**config.mk**
```make
export PLATFORM = sky130hd
export DESIGN_NAME = handshake_const_check
export DESIGN_NICKNAME = d
export VERILOG_FILES = /design/src/rtl/handshake_pkg.sv /design/src/rtl/handshake_elastic_buf2.sv /design/src/rtl/handshake_const_check.sv
export SDC_FILE = /design/constraint.sdc
export NUM_CORES = 1
export LEC_CHECK = 0
export BUFFER_PORTS_ARGS = -buffer_cell sky130_fd_sc_hd__buf_2
export CAP_MARGIN = 0
export CELL_PAD_IN_SITES_DETAIL_PLACEMENT = 1
export CELL_PAD_IN_SITES_GLOBAL_PLACEMENT = 1
export CORE_MARGIN = 5
export CORE_UTILIZATION = 32
export CTS_CLUSTER_SIZE = 28
export DETAILED_ROUTE_END_ITERATION = 12
export GPL_ROUTABILITY_DRIVEN = 0
export PLACE_DENSITY_LB_ADDON = 0.1
export RECOVER_POWER = 100
export SLEW_MARGIN = 30
export SYNTH_ARGS = -nofsm -noshare
export SYNTH_HDL_FRONTEND = slang
export SYNTH_SLANG_ARGS = --single-unit
```
**constraint.sdc**
```tcl
create_clock -name clk -period 1.5 [get_ports clk]
set_input_delay 0.3 -clock clk [delete_from_list [all_inputs] [get_ports clk]]
set_output_delay 0.3 -clock clk [all_outputs]
set_load 0.02 [all_outputs]
```
**src/rtl/handshake_pkg.sv**
```systemverilog
// Shared definitions for the handshake constant-check block.
//   buf_state_e       : occupancy of the 2-slot elastic buffer
//   DEFAULT_CNT_WIDTH : default width of the accepted-token counter
//   buf_can_push()    : whether a buffer in a given state can take a token
package handshake_pkg;

  typedef enum logic [1:0] {
    EMPTY = 2'd0,
    ONE   = 2'd1,
    FULL  = 2'd2
  } buf_state_e;

  localparam int unsigned DEFAULT_CNT_WIDTH = 16;

  function automatic logic buf_can_push(input buf_state_e s);
    return (s != FULL);
  endfunction

endpackage

```
**src/rtl/handshake_elastic_buf2.sv**
```systemverilog
// Two-slot elastic buffer with valid/ready handshakes on both sides.
//   clk        : clock, rising edge
//   rst        : synchronous active-low reset, discards buffered entries
//   ins        : input entry, WIDTH bits
//   ins_valid  : input entry present
//   ins_ready  : registered, depends on buffer state only
//   outs       : oldest buffered entry
//   outs_valid : buffer holds at least one entry
//   outs_ready : downstream accepts the oldest entry
module handshake_elastic_buf2
  import handshake_pkg::*;
#(
  parameter int unsigned WIDTH = 1
) (
  input  logic             clk,
  input  logic             rst,
  input  logic [WIDTH-1:0] ins,
  input  logic             ins_valid,
  output logic             ins_ready,
  output logic [WIDTH-1:0] outs,
  output logic             outs_valid,
  input  logic             outs_ready
);

  buf_state_e       state_q;
  buf_state_e       state_d;
  logic [WIDTH-1:0] slot0_q;   // oldest entry
  logic [WIDTH-1:0] slot1_q;   // second entry, valid only in FULL
  logic             ready_q;
  logic             push;
  logic             pop;

  assign push       = ins_valid && ready_q;
  assign pop        = (state_q != EMPTY) && outs_ready;
  assign ins_ready  = ready_q;
  assign outs_valid = (state_q != EMPTY);
  assign outs       = slot0_q;

  always_comb begin
    state_d = state_q;
    unique case (state_q)
      EMPTY: if (push) state_d = ONE;
      ONE: begin
        if (push && !pop)      state_d = FULL;
        else if (pop && !push) state_d = EMPTY;
      end
      FULL:    if (pop) state_d = ONE;
      default: state_d = EMPTY;
    endcase
  end

  // ready is registered from the next state so that it never depends
  // combinationally on outs_ready; it is held low for the reset cycle.
  always_ff @(posedge clk) begin
    if (!rst) begin
      state_q <= EMPTY;
      ready_q <= 1'b0;
      slot0_q <= '0;
      slot1_q <= '0;
    end else begin
      state_q <= state_d;
      ready_q <= buf_can_push(state_d);
      unique case (state_q)
        EMPTY: if (push) slot0_q <= ins;
        ONE: begin
          if (push && pop) slot0_q <= ins;
          else if (push)   slot1_q <= ins;
        end
        FULL:    if (pop) slot0_q <= slot1_q;
        default: ;
      endcase
    end
  end

endmodule

```
**src/rtl/handshake_const_check.sv**
```systemverilog
// Compares each accepted token against CONST_VALUE and streams the
// 1-bit result through a 2-slot elastic buffer.
//   clk           : clock, rising edge
//   rst           : synchronous active-low reset
//   ins/ins_valid/ins_ready    : input token channel
//   outs/outs_valid/outs_ready : result channel, 1 = token matched
//   mismatch_seen : sticky, set once any accepted token differed
//   token_count   : accepted tokens, saturating
module handshake_const_check
  import handshake_pkg::*;
#(
  parameter int unsigned            DATA_WIDTH  = 32,
  parameter logic [DATA_WIDTH-1:0]  CONST_VALUE = '0,
  parameter int unsigned            CNT_WIDTH   = DEFAULT_CNT_WIDTH
) (
  input  logic                  clk,
  input  logic                  rst,
  input  logic [DATA_WIDTH-1:0] ins,
  input  logic                  ins_valid,
  output logic                  ins_ready,
  output logic                  outs,
  output logic                  outs_valid,
  input  logic                  outs_ready,
  output logic                  mismatch_seen,
  output logic [CNT_WIDTH-1:0]  token_count
);

  logic                 match;
  logic                 accept;
  logic                 mismatch_q;
  logic [CNT_WIDTH-1:0] count_q;

  assign match  = (ins == CONST_VALUE);
  assign accept = ins_valid && ins_ready;

  handshake_elastic_buf2 #(
    .WIDTH (1)
  ) u_buf (
    .clk        (clk),
    .rst        (rst),
    .ins        (match),
    .ins_valid  (ins_valid),
    .ins_ready  (ins_ready),
    .outs       (outs),
    .outs_valid (outs_valid),
    .outs_ready (outs_ready)
  );

  always_ff @(posedge clk) begin
    if (!rst) begin
      count_q    <= '0;
      mismatch_q <= 1'b0;
    end else if (accept) begin
      if (count_q != '1) count_q <= count_q + 1'b1;
      if (!match)        mismatch_q <= 1'b1;
    end
  end

  assign token_count   = count_q;
  assign mismatch_seen = mismatch_q;

endmodule

```
Word level (Yosys, flattened, before mapping)
Cells that the tools add are included.
{"block": "op_classes", "reduce_logical": 15, "add_sub_neg": 1, "muxes": 9, "n_eq_ne": 7, "n_bitwise": 2}
{"cell": "$logic_not A32 Y1", "n": 1}
{"cell": "$add A16 B1 Y16 const B", "n": 1}
{"cell": "$ne A16 B16 Y1 const B", "n": 1}
{"cell": "$mux W2", "n": 4}
{"cell": "$ne A2 B1 Y1 const B", "n": 3}
{"cell": "$pmux W2 S3", "n": 1}
{"cell": "$logic_and A1 B1 Y1", "n": 5}
{"cell": "$reduce_and A2 Y1", "n": 2}
{"cell": "$reduce_and A4 Y1", "n": 1}
{"cell": "$mux W1", "n": 3}
{"cell": "$pmux W1 S3", "n": 1}
{"cell": "$reduce_and A3 Y1", "n": 1}
{"cell": "$reduce_bool A3 Y1", "n": 1}
{"cell": "$eq A2 B1 Y1 const B", "n": 1}
{"cell": "$eq A2 B2 Y1 const B", "n": 1}
{"cell": "$logic_not A1 Y1", "n": 2}
{"cell": "$logic_not A2 Y1", "n": 1}
{"cell": "$ne A2 B2 Y1 const B", "n": 1}
{"cell": "$not A1 Y1", "n": 2}
{"cell": "$reduce_bool A2 Y1", "n": 1}
{"block": "totals", "word_cells": 40, "out_inout_bits": 20, "ff_bits": 22}

Depth between registers and ports, before layout
Gate-level depths: netlist (run 1).
{"block": "logic_depth", "ltp_word": 7, "ltp_mapped": 5}

By module
From an unflattened synthesis (run 1), not the netlist that was laid out.
{"block": "unflattened", "hier_cells": 142, "area_unflattened_um2": 1221.2}
{"mod": "handshake_const_check", "cells_per_inst": 113, "instances": 1, "area_each_um2": 940.9}
{"mod": "handshake_elastic_buf2", "cells_per_inst": 29, "instances": 1, "area_each_um2": 280.3}

Worst setup path after synthesis (run 1)
Ideal clock, no wire load.
{"block": "synth_timing", "path_kind": "register to register", "startpoint": "register count_q[3] (netlist: token_count[3])", "endpoint": "register count_q[14] (netlist: token_count[14])", "slack_ns": -0.063, "t_required_ns": 1.429, "path_stages_with_launch": 5, "synth_period_minus_slack_ns": 1.563, "setup_ns": 0.071, "arrival_time_ns": 1.493, "path_cell_list": "dfxtp_1 > and4_4 > nand3_4 > or4_1 > a21oi_1"}
{"block": "synth_via", "elab_chain_len": 2, "elab_cells_between_ends": 3, "classes_between": "add/sub: 1; eq/ne: 1; reduce/logical: 1"}
{"element": "from (decl)", "line_no": "handshake_const_check.sv:31", "text": "logic [CNT_WIDTH-1:0] count_q;"}
{"element": "from (signal assigned)", "line_no": "handshake_const_check.sv:54", "text": "if (count_q != '1) count_q <= count_q + 1'b1;"}
{"element": "parallel branches: the longest is 2 deep, another holds $add A16 B1 Y16"}
Parallel ways; which one is timed is not known.
A chain may end at the register's enable or synchronous reset.

Worst setup path in the final report (run 1)
{"block": "layout_timing", "startpoint": "register count_q[10] (netlist: token_count[10])", "endpoint": "register count_q[1] (netlist: token_count[1])"}
{"block": "layout_via", "elab_chain_len": 2}
{"element": "$ne A16 B16 Y1", "line_no": "handshake_const_check.sv:54"}
{"element": "$reduce_and A2 Y1 (no source line)"}
No other way between the ends.

==> results of run 1 <==
==> power by group <==
| group | leakage, nW | internal, W | switching (W) |
|---|---|---|---|
| Clock | 0.0216 | 0.000179 | 0.000185 |
| Sequential | 0.182 | 0.000594 | 0.0000118 |
| Combinational | 0.471 | 0.0000729 | 0.0000768 |
==> what timing repair did <==
action                     4_1_cts  5_1_grt
setup buffers                    2        2
pin swaps                        1        1
gates resized for setup          3        8
setup endpoints to repair        5       11
==> sequential cells by signal, indices dropped and copies added, names as in the netlist <==
signal	count
mismatch_seen	1
token_count	16
u_buf.ins_ready	1
u_buf.outs	1
u_buf.slot1_q	1
u_buf.state_q	2
==> path summary, 6_finish.rpt <==
| check | to | slack, ps | cells after the start |
|---|---|---|---|
| worst max-delay path | token_count[1] | 10 | 4 |
| worst min-delay path | u_buf.state_q[1] | 310 | 2 |
| worst max register to register | token_count[1] | 10 | 4 |
| worst min register to register | mismatch_seen | 460 | 2 |
==> per-stage QoR <==
stage               total power [W]  hold WS [ps]  area, µm²  std cells  setup slack, ps
floorplan                  0.000682           379       1190        140            -6.92
global placement           0.000760           435       1640        257            -21.7
detailed placement         0.000770           448       1640        257             -164
CTS                         0.00113           302       1710        262             5.88
global route                0.00116           316       1740        264            -88.9
finish                      0.00112           308       1740        264             12.7
==> kinds of logic after synthesis <==
family                     Yosys count  synth area share (%)
and+or+nand+nor                     64                  30.8
muxes                                9                  7.64
buffers and inverters               10                  3.50
DFF                                 22                  37.4
adders and majority gates            1                  1.06
AOI/OAI and AO/OA                   34                  19.6
==> cells in the mapped netlist, types with 2 or more instances <==
library cell and count:
clkbuf_1 3, inv_1 6, nand4_1 6, a21oi_1 11, a31o_2 2, nand2_1 16
nor3_1 4, nor2b_1 2, dfxtp_1 22, mux2i_1 9, nand2b_1 6, o31ai_1 2
a31oi_1 2, a211oi_1 5, nor4_1 10, nor2_1 5, o21ai_0 3, nand3_1 4
==> critical path, stage by stage, from the launching register on <==
cell and delay [ps]:
dfxtp_1 320, and3_2 250, and3_2 290, a21oi_1 310, mux2i_1 250
==> final cells by class <==
cell class	instances	share of cell area, %
inverter	6	1.29
clock buffer	3	2.37
tap	48	3.45
multi-input combinational	108	42.9
sequential	22	26.0
timing repair buffer	77	24.0
==> layer usage <==
layer	up-vias	routed length, µm	global-route usage (%)
li1	681	-	-
met1	666	1670	17.6
met2	48	2100	30.6
met3	4	254	2.98
met4	0	19	3.13
met5	-	0	0
==> impl_metrics.env, run 1 <==
export IMPL_syn_area_mm2=0.00118
export IMPL_grtUsageTotal_pct=15.7
export IMPL_fmaxAchievable_mhz=672
export IMPL_grt_ovfl_total=0
export IMPL_finalCriticalPeriod_ps=1490
export IMPL_register_area_um2=453
export IMPL_worstSetupPathType="flip-flop to flip-flop"
export IMPL_fill_cells=479
export IMPL_p_leak_nw=0.674
export IMPL_ys_ff_latch=22
export IMPL_syn_nets=177
export IMPL_die_width_um=70.7
export IMPL_ant_nets=0
export IMPL_report_final_slew_viol_count=0
export IMPL_cts_tree="built"
export IMPL_area_delta_synth_final_pct=47.9
export IMPL_drive_gt1_share_pct=41.7
export IMPL_tns_ps=0
export IMPL_worstPathRequired_ps=1680
export IMPL_worstHoldStart="outs_ready"
export IMPL_antenna_found_initial=0
export IMPL_ctsRootBufferMaster="clkbuf_8"
export IMPL_dieArea_mm2=0.00500
export IMPL_hp_class="input port to flip-flop"
export IMPL_worst_clock_skew_ps=9.59
export IMPL_drt_iter0_markers=63
export IMPL_crit_path_end_kind="flip-flop"
export IMPL_portBuffers=55
export IMPL_die_h_um=70.7
export IMPL_async_flop_share_pct=0
export IMPL_yosys_warnings=0
export IMPL_final_common_cell="buf_2"
export IMPL_syn_avg_cell_area_um2=8.42
export IMPL_cts_buffer_depth=2
export IMPL_rows=22
export IMPL_cellPowerDensity_mw_per_mm2=642
export IMPL_core_area_mm2=0.00361
export IMPL_regToRegStartpoint="token_count[10]"
export IMPL_nets=255
export IMPL_worstSetupStartpoint="token_count[10]"
export IMPL_worst_slew_pin_slew_ps=421
export IMPL_cts_max_level=1
export IMPL_cts_clk_slew_worst_paths_ps=80
export IMPL_synth_edf_count=0
export IMPL_cp_arrival_ps=1670
export IMPL_numCtsBuffers=3
export IMPL_fin_util_pct=48.3
export IMPL_ir_drop_mv=0.389
export IMPL_route_vias_total=1399
export IMPL_ios=56
export IMPL_rsz0062_at_grt="true"
export IMPL_grt_pass1_wl_mm=6.56
export IMPL_ys_types=40
export IMPL_fin_crit_sh_pct=99.2
export IMPL_finalSetupViolCount=0
export IMPL_synthCells=140
export IMPL_hold_viol_final=0
export IMPL_grt_pass1_vias=1508
export IMPL_start_kind="flip-flop"
export IMPL_grt_max_degree=12
export IMPL_drt_first_pass_iters=6
export IMPL_clock_sinks=22
export IMPL_synth_top_area_cell="dfxtp_1"
export IMPL_ys_flop_type="dfxtp_1"
export IMPL_drc_errors=0
export IMPL_yosysSeqAreaShare_pct=37.4
export IMPL_avgRoutedWirePerCell_um=15.3
export IMPL_clkLatencyLatePin_ps=260
export IMPL_antennaDiodeCount=0
export IMPL_routed_wl_mm=4.04
export IMPL_vias_per_cell=5.30
export IMPL_multiInputGateArea_um2=747
export IMPL_slew_headroom_pct=71.6
export IMPL_status="finished clean"
export IMPL_drv_cap=0
export IMPL_synth_top_area_share_pct=37.4
export IMPL_hpwl_mm=3.22
export IMPL_netlist_top_cells_area="dfxtp_1 (37%), mux2i_1 (7.6%), nor4_1 (5.3%), nand2_1 (5.1%), a21oi_1 (4.7%)"
export IMPL_hold_buffers=0
export IMPL_layout_common_cells="buf_2 (37), buf_4 (22), clkbuf_1 (17)"
export IMPL_start_util_pct=32.7
export IMPL_cp_max_fo=8
No activity file was read; power rests on OpenSTA's default activity.
==> run 2, diff against run 1 <==
--- a/config.mk
+++ b/config.mk
@@ -9,6 +9,7 @@
 export CAP_MARGIN = 0
 export CELL_PAD_IN_SITES_DETAIL_PLACEMENT = 1
 export CELL_PAD_IN_SITES_GLOBAL_PLACEMENT = 1
+export CORE_ASPECT_RATIO = 0.7
 export CORE_MARGIN = 5
 export CORE_UTILIZATION = 32
 export CTS_CLUSTER_SIZE = 28
@@ -16,7 +17,7 @@
 export GPL_ROUTABILITY_DRIVEN = 0
 export PLACE_DENSITY_LB_ADDON = 0.1
 export RECOVER_POWER = 100
-export SLEW_MARGIN = 30
+export SLEW_MARGIN = 20
 export SYNTH_ARGS = -nofsm -noshare
 export SYNTH_HDL_FRONTEND = slang
 export SYNTH_SLANG_ARGS = --single-unit
==> run 2 against run 1 <==
  * The flow now finishes with violations (negative setup slack)
  * Sequential power about the same
  * Highest routed layer unchanged
  * Setup slack got worse by 29 ps
  * Critical endpoint is now token_count[14]
  * Largest power group unchanged
  * Critical path depth up 1
  * Global-route usage increased by 1.4 points
==> impl_metrics.env, run 2 (synthesis results as in run 1) <==
export IMPL_status="finished with violations"
export IMPL_violations="negative setup slack"
export IMPL_report_final_slew_viol_count=0
export IMPL_slew_headroom_pct=77.2
export IMPL_clock_sinks=22
export IMPL_fin_area_mm2=0.00178
export IMPL_core_area_mm2=0.00354
export IMPL_holdWs_ps=308
export IMPL_worst_clock_skew_ps=6.61
export IMPL_vias_per_cell=5.16
export IMPL_drt_first_pass_iters=4
export IMPL_drt_iter0_markers=57
export IMPL_cts_max_level=1
export IMPL_hpwl_mm=3.28
export IMPL_grt_pass1_wl_mm=6.63
export IMPL_fin_crit_sh_pct=101
export IMPL_start_kind="flip-flop"
export IMPL_cellPowerDensity_mw_per_mm2=665
export IMPL_tns_ps=-15.9
export IMPL_cts_tree="built"
export IMPL_rows=18
export IMPL_portBuffers=55
export IMPL_ir_drop_mv=0.388
export IMPL_finalCriticalPeriod_ps=1520
export IMPL_nets=256
export IMPL_cts_clk_slew_worst_paths_ps=80
export IMPL_routed_wl_mm=4.01
export IMPL_hp_class="input port to flip-flop"
export IMPL_rsz0062_at_grt="true"
export IMPL_area_delta_synth_final_pct=50.7
export IMPL_worst_slew_pin_slew_ps=339
export IMPL_grt_pass1_vias=1448
export IMPL_crit_path_end_kind="flip-flop"
export IMPL_p_leak_nw=0.678
export IMPL_dieArea_mm2=0.00502
export IMPL_final_common_cell="buf_2"
export IMPL_antenna_found_initial=0
export IMPL_die_width_um=82.5
export IMPL_numCtsBuffers=3
export IMPL_drv_cap=0
export IMPL_switching_share_pct=23.7
export IMPL_route_vias_total=1382
export IMPL_cts_buffer_depth=2
export IMPL_clkLatencyLatePin_ps=270
export IMPL_layout_common_cells="buf_2 (36), buf_4 (23), clkbuf_1 (19)"
export IMPL_cp_max_fo=3
export IMPL_avgRoutedWirePerCell_um=15.0
export IMPL_grt_util_met2_pct=30.4
export IMPL_p_comb_share_pct=12.3
export IMPL_stdcell_count=268
export IMPL_cp_arrival_ps=1720
export IMPL_antennaDiodeCount=0
export IMPL_placed_cells=263
export IMPL_dpl_cell_area_mm2=0.00168
export IMPL_worstSetupPathType="flip-flop to flip-flop"
export IMPL_grt_max_degree=13
export IMPL_busiest_layer="met2"
export IMPL_ant_nets=0
export IMPL_pwr_share_seq_pct=51.2
export IMPL_clockPowerShare_pct=36.4
export IMPL_fin_util_pct=50.2
export IMPL_switching_power_w=0.000280
export IMPL_drive_gt1_share_pct=42.2
export IMPL_start_util_pct=33.3
export IMPL_reg2reg_slack_ps=-20
export IMPL_drc_errors=0
export IMPL_die_h_um=60.8
export IMPL_fin_ws_ps=-15.9
export IMPL_met1_usage_pct=20.9
export IMPL_ios=56
export IMPL_met3_usage_pct=4.60
export IMPL_worstPathRequired_ps=1710
export IMPL_internal_power_w=0.000902
export IMPL_fmaxAchievable_mhz=660
export IMPL_largest_register_ffs=16
export IMPL_finalSetupViolCount=1
export IMPL_grt_ovfl_total=0
export IMPL_grtUsageTotal_pct=17.1
export IMPL_hold_viol_final=0
export IMPL_ctsRootBufferMaster="clkbuf_8"
run 2: worst paths after layout:
kind | startpoint | end | cells after the start
max | token_count[0] | token_count[14] | 5
max reg2reg | token_count[0] | token_count[14] | 5
min reg2reg | mismatch_seen | mismatch_seen | 2
min | outs_ready | u_buf.state_q[1] | 2
run 2: worst max-delay path, cell delays in order (launching register included):
cell	delay [ps]
dfxtp_2	360
ha_4	130
nand4_1	210
buf_4	230
or4_4	410
a21oi_2	120
run 2: power groups by stage:
| stage | logic [W] | registers, W | clock network [W] |
|---|---|---|---|
| 2_1_floorplan | 0.0000535 | 0.000629 | 0 |
| 4_1_cts | 0.000149 | 0.000606 | 0.000443 |
| 3_5_place_dp | 0.000148 | 0.000618 | 0 |
| 6_report | 0.000146 | 0.000606 | 0.000431 |
| 3_3_place_gp | 0.000142 | 0.000617 | 0 |
| 5_1_grt | 0.000164 | 0.000608 | 0.000466 |
run 2: final cells by class:
class                   instances  area, µm²
fillers                       460       1760
multi-input cells             108        762
clock buffers                   4       55.1
flip-flops and latches         22        450
well taps                      50       62.6
inverters                       6       22.5
repair buffers                 78        424
run 2: per-layer routing:
metal	vias up	wire, µm	share of wire [%]
met5	-	0	0
met3	4	285	7.1
met2	34	1870	47
met4	0	30	0.75
li1	688	-	-
met1	656	1830	46
run 2: timing repair:
| item | CTS | global route |
|---|---|---|
| cloned | 0 | 0 |
| buffers inserted | 0 | 1 |
| pin swaps | 1 | 5 |
| hold buffers | 0 | 0 |
| endpoints found under the setup margin | 7 | 14 |
| gates resized for setup | 4 | 9 |
run 2: metrics by stage:
stage | worst slack [ps] | power [W]
floorplan | -6.92 | 0.000682
global placement | -27.6 | 0.000759
detailed placement | -44.8 | 0.000766
CTS | 15.8 | 0.00120
global route | -88.2 | 0.00124
finish | -15.9 | 0.00118
==> run 3, diff against run 2 <==
--- a/config.mk
+++ b/config.mk
@@ -10,7 +10,6 @@
 export CELL_PAD_IN_SITES_DETAIL_PLACEMENT = 1
 export CELL_PAD_IN_SITES_GLOBAL_PLACEMENT = 1
 export CORE_ASPECT_RATIO = 0.7
-export CORE_MARGIN = 5
 export CORE_UTILIZATION = 32
 export CTS_CLUSTER_SIZE = 28
 export DETAILED_ROUTE_END_ITERATION = 12
==> constraint.sdc (replaced) <==
create_clock -name clk -period 1.5 [get_ports clk]
set_input_delay 0.075 -clock clk [delete_from_list [all_inputs] [get_ports clk]]
set_output_delay 0.075 -clock clk [all_outputs]
set_load 0.02 [all_outputs]
==> run 3 against run 2 <==
  * The flow now finishes without violations
  * Clock skew up 11 ps
  * Largest power group unchanged
  * Highest routed layer unchanged
  * Worst hold slack got worse by 220 ps
  * Critical endpoint unchanged
  * Setup slack improved by 71 ps
  * Critical path type unchanged
  * Global-route usage rose by 3.1 points
==> impl_metrics.env, run 3 (synthesis results as in run 1) <==
export IMPL_status="finished clean"
export IMPL_antenna_found_initial=0
export IMPL_area_delta_synth_final_pct=47.6
export IMPL_clkLatencyLatePin_ps=270
export IMPL_regToRegStartpoint="token_count[6]"
export IMPL_grtUsageTotal_pct=20.2
export IMPL_cpMaxStageDelayCell="or4_4"
export IMPL_grt_util_met2_pct=33.6
export IMPL_antennaDiodeCount=0
export IMPL_fmaxAchievable_mhz=692
export IMPL_worstHoldStart="outs_ready"
export IMPL_cts_max_level=1
export IMPL_drc_errors=0
export IMPL_grt_pass1_vias=1320
export IMPL_drt_first_pass_iters=4
export IMPL_portBuffers=55
export IMPL_ctsRootBufferMaster="clkbuf_8"
export IMPL_ir_drop_mv=0.622
export IMPL_cts_buffer_depth=2
export IMPL_cts_clk_slew_worst_paths_ps=90
export IMPL_busiest_layer="met2"
export IMPL_reg2reg_slack_ps=60
export IMPL_final_common_cell="buf_2"
export IMPL_crit_chain="and4_4 -> nand3_4 -> or4_4 -> a21oi_2"
export IMPL_worst_slew_pin_slew_ps=364
export IMPL_grt_pass1_wl_mm=5.97
export IMPL_hold_buffers=0
export IMPL_rsz0062_at_grt="true"
export IMPL_r2r_end="token_count[14]"
export IMPL_route_vias_total=1371
export IMPL_drv_cap=0
export IMPL_routed_wl_mm=3.84
export IMPL_hpwl_mm=2.92
export IMPL_met3_usage_pct=5.00
export IMPL_hp_class="input port to flip-flop"
export IMPL_die_h_um=52.8
export IMPL_pre_cts_ws_ps=-74.0
export IMPL_numCtsBuffers=3
export IMPL_vias_per_cell=5.17
export IMPL_slew_headroom_pct=75.4
export IMPL_grt_max_degree=21
export IMPL_stdcell_count=265
export IMPL_clock_sinks=22
export IMPL_core_area_mm2=0.00351
export IMPL_avgRoutedWirePerCell_um=14.5
export IMPL_finalSetupViolCount=0
export IMPL_worstSetupPathType="flip-flop to flip-flop"
export IMPL_grt_ovfl_total=0
export IMPL_placed_cells=260
export IMPL_cts_tree="built"
export IMPL_drt_iter0_markers=71
export IMPL_hold_path_depth=2
export IMPL_cellPowerDensity_mw_per_mm2=751
export IMPL_report_final_slew_viol_count=0
export IMPL_drive_gt1_share_pct=39.5
export IMPL_holdWs_ps=87.3
export IMPL_start_kind="flip-flop"
export IMPL_fill_cells=468
export IMPL_dieArea_mm2=0.00393
export IMPL_die_width_um=74.5
export IMPL_largest_register_ffs=16
export IMPL_slowest_delay_ps=500
export IMPL_cp_arrival_ps=1660
export IMPL_hold_viol_final=0
export IMPL_layout_common_cells="buf_2 (37), buf_4 (20), clkbuf_1 (18)"
export IMPL_fin_crit_sh_pct=96.3
export IMPL_p_leak_nw=0.680
export IMPL_fin_ws_ps=55.4
export IMPL_ios=56
export IMPL_rows=18
export IMPL_worst_clock_skew_ps=17.2
export IMPL_nets=253
export IMPL_start_util_pct=33.5
export IMPL_cp_max_fo=7
export IMPL_ant_nets=0
export IMPL_worstPathRequired_ps=1720
export IMPL_crit_path_end_kind="flip-flop"
export IMPL_r2r_cells=4
export IMPL_min_to="u_buf.state_q[1]"
export IMPL_finalCriticalPeriod_ps=1440
export IMPL_met1_usage_pct=26.5
## run 3: cell count changes in the layout (fill, tap and decap cells not counted), sizes merged
cell,delta
buf,-2
bufinv,+1
clkbuf,-2
## run 3: layout make-up
cell class / instances / area [µm²] / share of cell area, %
Multi-Input combinational cell: 108 / 727 / 41.8
Timing Repair Buffer: 75 / 403 / 23.2
Clock buffer: 3 / 41.3 / 2.37
Sequential cell: 22 / 453 / 26.0
Inverter: 6 / 22.5 / 1.29
Clock inverter: 1 / 30.0 / 1.73
Tap cell: 50 / 62.6 / 3.60
## run 3: power breakdown
group / total, W / switching [W] / internal, W
clock network: 0.000561 / 0.000204 / 0.000357
registers: 0.000602 / 0.00000836 / 0.000594
logic: 0.000143 / 0.0000728 / 0.0000698
## run 3: worst max path at each step
stage,startpoint,end,slack [ps],cells past startpoint
2_1_floorplan,token_count[9],token_count[4],-7,5
3_3_place_gp,token_count[0],token_count[10],60,5
3_5_place_dp,token_count[0],token_count[10],-70,5
4_1_cts,token_count[10],token_count[5],20,4
5_1_grt,token_count[0],token_count[0],-9,6
6_report,token_count[6],token_count[14],60,4
## run 3: routing by layer
metal / part of all wire (%) / vias to the layer above
li1: - / 681
met4: 0.68 / 0
met2: 46 / 39
met1: 47 / 647
met5: 0 / -
met3: 6.2 / 4
## run 3: repair_timing
item                       4_1_cts  5_1_grt
setup endpoints to repair        3       10
gates resized for setup          1        7
buffers inserted                 1        0
pin swaps                        1        1
## run 3: per-stage QoR
stage	cell area [µm²]	util (%)	setup TNS [ps]	total power [W]
after floorplan	1190	-	-16.9	0.000682
after global placement	1650	47.0	0	0.000758
after detailed placement	1650	47.0	-74.0	0.000765
after CTS	1740	49.4	0	0.00133
after global routing	1740	49.5	-34.7	0.00136
final	1740	49.5	0	0.00131
## run 3: critical path, delay by kind of cell, from the launching register on
family             cells  cell delay (ps)
and+or+nand+nor        3              870
DFF                    1              380
AOI/OAI and AO/OA      1              140
